<file path="config.mk">
export PLATFORM = sky130hd
export DESIGN_NAME = spram_arbiter
export DESIGN_NICKNAME = d
export VERILOG_FILES = /design/src/rtl/spram_arbiter.sv
export SDC_FILE = /design/constraint.sdc
export NUM_CORES = 1
export LEC_CHECK = 0
export BUFFER_PORTS_ARGS = -buffer_cell sky130_fd_sc_hd__buf_2
export CAP_MARGIN = 20
export CORE_AREA = 2 2 100 102
export DETAILED_ROUTE_END_ITERATION = 7
export DIE_AREA = 0 0 102 104
export HOLD_SLACK_MARGIN = 0.05
export PLACE_DENSITY = 0.61
export SLEW_MARGIN = 30
export SYNTH_ARGS = -nofsm -noshare
export SYNTH_HDL_FRONTEND = slang
export SYNTH_SLANG_ARGS = --single-unit
export TNS_END_PERCENT = 50
</file>
<file path="constraint.sdc">
create_clock -name clk -period 3.3 [get_ports clk]
set_input_delay 0.165 -clock clk [delete_from_list [all_inputs] [get_ports clk]]
set_output_delay 0.165 -clock clk [all_outputs]
set_load 0.02 [all_outputs]
</file>
<file path="src/rtl/spram_arbiter.sv">
// Two-requester arbiter for the single-port 8Kx32 byte-writable SRAM (m0 = fetch, m1 = load/store/debug).
// Define SPRAM_ARB_RR_EN for round-robin arbitration; otherwise fixed m1 priority with an m0 starvation guard.
module spram_arbiter #(
    parameter int ADDR_WIDTH = 13,
    parameter int DATA_WIDTH = 32,
    parameter int BE_WIDTH   = 4,
    parameter int MAX_WAIT   = 4
) (
    input  logic                  clk,
    input  logic                  rst,
    input  logic                  m0_req,
    input  logic                  m0_we,
    input  logic [ADDR_WIDTH-1:0] m0_addr,
    input  logic [DATA_WIDTH-1:0] m0_wdata,
    input  logic [BE_WIDTH-1:0]   m0_be,
    output logic                  m0_gnt,
    output logic                  m0_rvalid,
    output logic [DATA_WIDTH-1:0] m0_rdata,
    input  logic                  m1_req,
    input  logic                  m1_we,
    input  logic [ADDR_WIDTH-1:0] m1_addr,
    input  logic [DATA_WIDTH-1:0] m1_wdata,
    input  logic [BE_WIDTH-1:0]   m1_be,
    output logic                  m1_gnt,
    output logic                  m1_rvalid,
    output logic [DATA_WIDTH-1:0] m1_rdata,
    output logic [ADDR_WIDTH-1:0] ram_addr,
    output logic [DATA_WIDTH-1:0] ram_wr_data,
    output logic                  ram_wr_en,
    output logic [BE_WIDTH-1:0]   ram_wr_byte_en,
    input  logic [DATA_WIDTH-1:0] ram_rd_data,
    output logic                  ram_rst
);

    logic grant0;
    logic grant1;
    logic valid_q, valid_d;
    logic owner_q, owner_d;

`ifdef SPRAM_ARB_RR_EN
    // last_m1 set means m1 held the most recent grant, so m0 wins the next contention.
    logic last_m1_q, last_m1_d;

    always_comb begin
        grant0    = 1'b0;
        grant1    = 1'b0;
        last_m1_d = last_m1_q;
        if (rst) begin
            if (m0_req && m1_req) begin
                grant0 = last_m1_q;
                grant1 = ~last_m1_q;
            end else begin
                grant0 = m0_req;
                grant1 = m1_req;
            end
        end
        if (grant0) begin
            last_m1_d = 1'b0;
        end else if (grant1) begin
            last_m1_d = 1'b1;
        end
    end

    always_ff @(posedge clk or negedge rst) begin
        if (!rst) begin
            last_m1_q <= 1'b1;
        end else begin
            last_m1_q <= last_m1_d;
        end
    end
`else
    localparam int CNT_W = 4;

    logic [CNT_W-1:0] wait_cnt_q, wait_cnt_d;
    logic             starved;

    assign starved = (wait_cnt_q == CNT_W'(MAX_WAIT));

    always_comb begin
        grant0     = 1'b0;
        grant1     = 1'b0;
        wait_cnt_d = wait_cnt_q;
        if (rst) begin
            if (m0_req && m1_req) begin
                grant0 = starved;
                grant1 = ~starved;
            end else begin
                grant0 = m0_req;
                grant1 = m1_req;
            end
        end
        if (!m0_req || grant0) begin
            wait_cnt_d = '0;
        end else if (!starved) begin
            wait_cnt_d = wait_cnt_q + CNT_W'(1);
        end
    end

    always_ff @(posedge clk or negedge rst) begin
        if (!rst) begin
            wait_cnt_q <= '0;
        end else begin
            wait_cnt_q <= wait_cnt_d;
        end
    end
`endif

    assign m0_gnt = grant0;
    assign m1_gnt = grant1;

    // Idle cycles park every RAM input at zero.
    always_comb begin
        ram_addr       = '0;
        ram_wr_data    = '0;
        ram_wr_en      = 1'b0;
        ram_wr_byte_en = '0;
        if (grant0) begin
            ram_addr       = m0_addr;
            ram_wr_data    = m0_wdata;
            ram_wr_en      = m0_we;
            ram_wr_byte_en = m0_be;
        end else if (grant1) begin
            ram_addr       = m1_addr;
            ram_wr_data    = m1_wdata;
            ram_wr_en      = m1_we;
            ram_wr_byte_en = m1_be;
        end
    end

    always_comb begin
        valid_d = grant0 | grant1;
        owner_d = grant1;
    end

    always_ff @(posedge clk or negedge rst) begin
        if (!rst) begin
            valid_q <= 1'b0;
            owner_q <= 1'b0;
        end else begin
            valid_q <= valid_d;
            owner_q <= owner_d;
        end
    end

    assign m0_rvalid = valid_q & ~owner_q;
    assign m1_rvalid = valid_q & owner_q;
    assign m0_rdata  = ram_rd_data;
    assign m1_rdata  = ram_rd_data;
    assign ram_rst   = ~rst;

endmodule

</file>
---- Yosys cells after proc, flatten, opt, wreduce, memory -nomap -nowiden ----
Index checks and enable logic that the tools add are counted.
cells by class
  add/sub/neg operators ................... 1
  eq/ne operators ......................... 2
  mux-type cells .......................... 14
  bitwise operators ....................... 6
  reductions and logical operators ........ 3
operators with widths
  kind                 number
  $mux 32              2
  $mux 13              2
  $mux 4               4
  $mux 1               6
  $add 4x1->4 const B  1
  $eq 4x3->1 const B   1
  $not 1->1            3
  $and 1x1->1          2
  $ne 2x1->1 const B   1
  $logic_and 1x1->1    1
  $logic_not 1->1      1
  $logic_or 1x1->1     1
  $or 1x1->1           1
word-level totals
  flip-flop bits (word level) ............. 6
  logic and storage cells ................. 29

---- Logic depth before layout (Yosys ltp) ----
Gate-level depths: netlist (run 1).
  word-level depth ........................ 6
  depth in mapped cells ................... 6

---- Least setup slack after synthesis (run 1) ----
OpenSTA, ideal clock, no wires.
  path kind ............................... register to output
  start ................................... reg wait_cnt_q[0]
  end ..................................... out ram_addr[0]
  arrival time ............................ 1,559 ps
  path slack .............................. 1,576 ps
  cell stages (with the launch flop) ...... 7
  path buffers ............................ 1
  path through ............................ dfrtp_1 > inv_1 > ha_1 > and3b_1 > a21oi_4 > buf_6 > a22o_1
on the way
  word-level cells in the longest chain between the ends .. 6
  elaborated cells between the ends (all ways) .. 8
  classes of those cells .................. eq/ne: 1; mux: 6; bitwise: 1
RTL lines
  what                    line  text
  start, declared         74    logic [CNT_W-1:0] wait_cnt_q, wait_cnt_d;
  start signal, assigned  103   wait_cnt_q <= wait_cnt_d;
  $eq 4x3->1              77    assign starved = (wait_cnt_q == CNT_W'(MAX_WAIT));
  $not 1->1               86    grant1 = ~starved;
  $mux 1                  84    if (m0_req && m1_req) begin
  $mux 1                  83    if (rst) begin
  net m1_gnt              24    output logic m1_gnt,
  $mux 13                 122   end else if (grant1) begin
  $mux 13                 117   if (grant0) begin
  end, declared           27    output logic [ADDR_WIDTH-1:0] ram_addr,
The timed path passes the listed nets, and every way through them passes these cells.

---- Worst setup path in the final report (run 1) ----
  start ................................... reg wait_cnt_q[0]
  end ..................................... out ram_wr_data[20]
on the way
  word-level cells in the longest chain between the ends .. 6
  elaborated cells between the ends (all ways) .. 8
  classes of those cells .................. eq/ne: 1; mux: 6; bitwise: 1
RTL lines
  what            line  text
  $eq 4x3->1 (*)  77
  $not 1->1       86
  $mux 1          84
  $mux 1          83
  $mux 32         122
  $mux 32 (*)     117
  end, declared   28    output logic [DATA_WIDTH-1:0] ram_wr_data,
Every way passes the cells marked *; elsewhere a longest branch is shown, timed or not.

==> results of run 1 <==
-- sequential cells by signal, indices dropped and copies added (netlist names) --
name / flops
wait_cnt_q: 4
owner_q: 1
valid_q: 1
-- synth_stat cells, types with 2 or more instances --
library cell  count  area share [%]
a21oi_4           2             2.3
a22o_1           50              31
buf_4            64              34
buf_6            10             8.1
dfrtp_1           6              11
ha_1              2             1.8
inv_1             3            0.81
nand2_1           3            0.81
nand2b_1          2            0.90
nand3_1           4             1.4
nor2_1            3            0.81
-- routing by layer --
layer | up-vias | global-route usage, %
met4 | 2 | 2.38
met2 | 146 | 15.8
met5 | - | 0
met1 | 648 | 8.43
li1 | 698 | -
met3 | 17 | 3.63
-- area by class of cell --
type	instances	area (µm²)	share of cell area [%]
clock buffer	3	41.3	2.27
inverter	3	11.3	0.619
multi-input combinational	76	636	34.9
sequential	6	150	8.25
tap	133	166	9.14
timing repair buffer	161	816	44.8
-- kinds of logic after synthesis --
family	Yosys count
AO/OA/AOI/OAI	56
buffers and inverters	78
AND/OR/NAND/NOR	17
adder cells (fa/ha/maj)	2
flip-flops	6
XOR/XNOR	1
-- worst max-delay path by stage --
stage,cells past startpoint,startpoint,slack (ns),to
after CTS,7,wait_cnt_q[0],0.70,ram_wr_data[20]
after global routing,7,wait_cnt_q[0],0.59,ram_wr_data[20]
final,7,wait_cnt_q[0],0.72,ram_wr_data[20]
after detailed placement,7,wait_cnt_q[0],0.96,ram_wr_data[27]
after global placement,7,wait_cnt_q[0],1.04,ram_wr_data[30]
after floorplan,6,wait_cnt_q[0],1.58,ram_addr[0]
-- worst register-to-register path, cell delays in order (launching register included) --
cell and delay, ns:
dfrtp_1 0.40, inv_1 0.09, ha_1 0.24, nand3b_4 0.13
a21oi_4 0.15, buf_4 0.44, a311oi_1 0.10
-- where the power goes --
group / total [mW] / internal [mW] / switching (mW) / leakage (nW)
clock network: 0.109 / 0.0783 / 0.0304 / 0.0216
logic: 0.236 / 0.106 / 0.130 / 0.978
registers: 0.0814 / 0.0779 / 0.00344 / 0.0793
total: 0.426 / 0.262 / 0.164 / 1.08
-- timing repair --
item	4_1_cts	5_1_grt
endpoints found under the hold margin	6	0
setup buffers	0	0
hold buffers	1	0
-- stage by stage --
stage                     power, mW  setup WS (ns)
after global routing          0.456          0.590
after detailed placement      0.317          0.955
after global placement        0.316           1.04
final                         0.426          0.722
after CTS                     0.433          0.704
after floorplan               0.327           1.58
==> metrics.cfg, run 1 <==
[status]
status = finished, final reports clean

[worst_hold_path]
hold_path_class = in -> reg
worstHoldStart = m1_req
worstHoldEndpoint = valid_q
holdPathStages = 3

[layout]
mostFrequentLayoutCells = buf_2, a22o_1, dfrtp_1
final_core_util_pct = 19.1
final_cells = 382
layout_commonest_cell = buf_2
num_antenna_cells = 0
area_growth_pct = 30.5
nNetsFinal = 389
fin_area_um2 = 1820
drive_gt1_share_pct = 66.7
n_fill_cell = 1093

[yosys]
yosysSeqAreaShare_pct = 10.8
yosysWarnings = 0
synth_compound_area_share_pct = 35.8
synthSimpleGateAreaFrac_pct = 7.35
ys_seq_elements = 6
synth_top_family_by_area = buffers and inverters
muxShareOfSynthArea_pct = 0
syn_area_um2 = 1400
syn_inst = 160
ys.flop_type = dfrtp_1
avgSynthCellArea_um2 = 8.72
ys_async_sr_fraction_pct = 100
ys_types = 22
syn-num-nets = 298
synth_fa_ha_area_share_pct = 1.79
synth_enable_flop_cells = 0
synth-xor-area-share_pct = 0.628

[global_route]
antenna_found_initial = 1
grt.overflow.total = 0
grt_use_total_pct = 8.51
grt_pass1_wl_um = 7010
grt_pass1_vias = 1426
grt_max_degree = 53

[sta]
min_period_ns = 2.58
max_slew_margin_pct = 63.5
tightest_slew_ns = 0.548
tns_ns = 0
hold_ws_ns = 0.261
skew_ns = 0.00359
hold_viol = 0
max_clock_freq_ghz = 0.388
finalSetupViolCount = 0
rsz0062_at_grt = false
maxSlewViolCount = 0
period_share_pct = 78.1

[place]
placed_area_um2 = 1770
gp_congestion = 0.787
io_buffers = 158
dp_hpwl_um = 4300
dpl.cell_count = 378

[pwr]
power_density_nw_per_um2 = 234
ir_worst_vdd_mv = 0.0736
p_leak_nw = 1.08

[setup_path]
crit_required_ns = 3.13
reg2reg_slack_ns = 1.59
crit_fanout = 36
reg2reg_to = wait_cnt_q[2]
crit_family = buffers and inverters
critical-path-max-stage-delay_ns = 0.43
cpMaxStageDelayCell = buf_4
cp_cell_sequence = inv_1 -> ha_1 -> and3b_1 -> a21oi_4 -> buf_4 -> a22o_1 -> buf_2
rr_worst_depth = 6
start_kind = register
timing.critical_path.buf_inv = 3
setup.worst_path.end_class = output port
path_class = reg -> out
cp.arrival_ns = 2.41
timing.rr.start = wait_cnt_q[0]

[cts]
cts.sinks = 6
cts_buffers = 3
cts_resized = 0
clockBufferDepth = 2
clkTransAtPathRegs_ns = 0.04
cts_tree = yes
cts.root.buffer_cell = clkbuf_8
clk_latency_ns = 0.22
h-tree-depth = 1

[routing]
drc = 0
dr.max_layer_used = met5
drtPass1Iterations = 4
ant_nets = 0
first_iter_violations = 64
drt-total-wl_um = 5240
met1_length_um = 1780
wl_met2_um = 2570
avgRoutedWirePerCell_um = 13.7
viasPerCell = 3.96
met3WireLength_um = 777
vias = 1511

[floorplan]
die_w_um = 102
initial_utilization_pct = 14.6
die_h_um = 104
std_cell_rows = 36
coreArea_um2 = 9550
ios = 255
die_area_um2 = 10600

[flow_run]
drv_cap = 0

Note: power is estimated with default switching activity, not from simulation.
==> run 2, diff against run 1 <==
PLACE_DENSITY = 0.63   (was 0.61)
clock period = 2.3 ns   (was 3.3 ns; I/O delays follow)
==> metrics.cfg, run 2 (synthesis gave the netlist of run 1 again) <==
[status]
status = finished, final reports clean  ; unchanged

[routing]
met1_length_um = 2040  ; was 1780 µm
vias = 1509  ; was 1511
drc = 0  ; unchanged
ant_nets = 0  ; unchanged
drtPass1Iterations = 4  ; unchanged
viasPerCell = 3.94  ; was 3.96
met3WireLength_um = 773  ; was 777 µm
drt-total-wl_um = 5570  ; was 5240 µm
dr.max_layer_used = met4  ; was met5
first_iter_violations = 78  ; was 64
wl_met2_um = 2620  ; was 2570 µm
avgRoutedWirePerCell_um = 14.5  ; was 13.7 µm

[sta]
finalSetupViolCount = 0  ; unchanged
tns_ns = 0  ; unchanged
hold_viol = 0  ; unchanged
min_period_ns = 2.18
period_share_pct = 94.7
fin_ws_ns = 0.122  ; was 0.722 ns
max_clock_freq_ghz = 0.459
maxSlewViolCount = 0  ; unchanged
tightest_slew_ns = 0.304  ; was 0.548 ns
rsz0062_at_grt = false  ; unchanged
skew_ns = 0.00456  ; was 0.00359 ns
max_slew_margin_pct = 79.7  ; was 63.5%

[place]
dpl.cell_count = 379  ; was 378
dp_hpwl_um = 4660  ; was 4300 µm
io_buffers = 158  ; unchanged
gp_congestion = 0.686  ; was 0.787
dp_slack_ns = 0.317  ; was 0.955 ns

[setup_path]
setup.worst_path.end_class = output port  ; unchanged
crit_required_ns = 2.18  ; was 3.13 ns
crit_family = buffers and inverters  ; unchanged
cp.arrival_ns = 2.06  ; was 2.41 ns
crit_fanout = 52  ; was 36
path_class = reg -> out  ; unchanged
cpMaxStageDelayCell = dfrtp_1  ; was buf_4
cp_cell_sequence = inv_1 -> ha_1 -> and3b_1 -> a21oi_4 -> buf_12 -> a22o_1 -> buf_2  ; was inv_1 -> ha_1 -> and3b_1 -> a21oi_4 -> buf_4 -> a22o_1 -> buf_2
timing.critical_path.buf_inv = 3  ; unchanged
critical-path-max-stage-delay_ns = 0.38  ; was 0.43 ns
start_kind = register  ; unchanged

[pwr]
power_frac_seq_pct = 18.8  ; was 19.1%
p_switching_mw = 0.242  ; was 0.164 mW
power_density_nw_per_um2 = 337  ; was 234 nW/µm²
p_leak_nw = 1.09  ; was 1.08 nW
sw_frac_of_total_pct = 38.9  ; was 38.5%
p_int_mw = 0.380  ; was 0.262 mW
ir_worst_vdd_mv = 0.131  ; was 0.0736 mV
p_comb_share_pct = 55.3  ; was 55.4%
totalPowerFinal_mw = 0.622  ; was 0.426 mW
p_clk_share_pct = 25.9  ; was 25.5%

[layout]
top_regs = wait_cnt_q: 4 flops, owner_q: 1 flops, valid_q: 1 flops  ; unchanged
mostFrequentLayoutCells = buf_2, a22o_1, dfrtp_1  ; unchanged
nNetsFinal = 390  ; was 389
layout_commonest_cell = buf_2  ; unchanged
top_register = wait_cnt_q  ; unchanged
largest_register_ffs = 4  ; unchanged
num_antenna_cells = 0  ; unchanged
drive_gt1_share_pct = 66.8  ; was 66.7%
final_cells = 383  ; was 382
area_growth_pct = 32.2  ; was 30.5%

[global_route]
antenna_found_initial = 0  ; was 1
grt_pass1_vias = 1470  ; was 1426
grt_pass1_wl_um = 7670  ; was 7010 µm
grt_use_total_pct = 9.31  ; was 8.51%
grt_max_degree = 53  ; unchanged
grt.overflow.total = 0  ; unchanged

[cts]
h-tree-depth = 1  ; unchanged
cts_setup_buffers = 0  ; unchanged
clk_latency_ns = 0.23  ; was 0.22 ns
clkTransAtPathRegs_ns = 0.04  ; about the same
cts.sinks = 6  ; unchanged
cts_buffers = 3  ; unchanged
cts.root.buffer_cell = clkbuf_8  ; unchanged
clockBufferDepth = 2  ; unchanged
cts_tree = yes  ; unchanged

[flow_run]
drv_cap = 0  ; unchanged

[floorplan]
die_w_um = 102  ; unchanged
initial_utilization_pct = 14.6  ; unchanged
die_h_um = 104  ; unchanged
coreArea_um2 = 9550  ; unchanged
die_area_um2 = 10600  ; unchanged
std_cell_rows = 36  ; unchanged
ios = 255  ; unchanged

[worst_hold_path]
hold_path_class = in -> reg  ; unchanged

-- run 2: worst register-to-register path, delay by kind of cell, from the launching register on --
kind | cells | cell delay [ns]
AO/OA/AOI/OAI | 1 | 0.18
AND/OR/NAND/NOR | 1 | 0.24
buffers and inverters | 2 | 0.31
flip-flops | 1 | 0.38
adder cells (fa/ha/maj) | 1 | 0.25
-- run 2: area by class of cell --
| cell class | count | area [µm²] |
|---|---|---|
| sequential | 6 | 150 |
| multi-input combinational | 76 | 636 |
| inverter | 3 | 11.3 |
| timing repair buffer | 162 | 840 |
| clock buffer | 3 | 41.3 |
| fill | 1115 | 7700 |
| tap | 133 | 166 |
-- run 2: worst paths after layout --
check                         startpoint             to  slack, ns  cells after the start
min reg2reg                wait_cnt_q[0]  wait_cnt_q[0]       0.58                      2
max reg2reg                wait_cnt_q[0]        owner_q       0.83                      5
min                               m1_req        valid_q       0.20                      3
max in group asynchronous            rst        owner_q       1.85                      2
max                        wait_cnt_q[0]   ram_addr[12]       0.12                      7
min in group asynchronous            rst  wait_cnt_q[1]       0.26                      2
-- run 2: repair_timing --
item / in CTS / in global routing
hold endpoints to repair: 6 / 0
setup endpoints to repair: 0 / 4
gates resized for setup: 0 / 1
hold buffers: 1 / 0
-- run 2: metal layers --
| layer | GRT usage [%] | vias up |
|---|---|---|
| met5 | 0 | - |
| met4 | 3.14 | 0 |
| met3 | 3.43 | 17 |
| met2 | 16.6 | 146 |
| met1 | 9.93 | 645 |
| li1 | - | 701 |
-- run 2: through the flow --
step	instance area [µm²]	hold slack, ns	util, %
3_5_place_dp	1790	-0.0204	18.7
4_1_cts	1840	0.199	19.3
5_1_grt	1840	0.230	19.3
6_report	1840	0.204	19.3
2_1_floorplan	1400	-0.181	-
3_3_place_gp	1790	-0.0241	18.7
-- run 2: power groups by stage --
stage | clock network (mW) | logic, mW | registers (mW)
6_report | 0.161 | 0.344 | 0.117
5_1_grt | 0.174 | 0.370 | 0.118
4_1_cts | 0.165 | 0.348 | 0.117
3_5_place_dp | 0 | 0.345 | 0.118
3_3_place_gp | 0 | 0.343 | 0.118
2_1_floorplan | 0 | 0.352 | 0.117
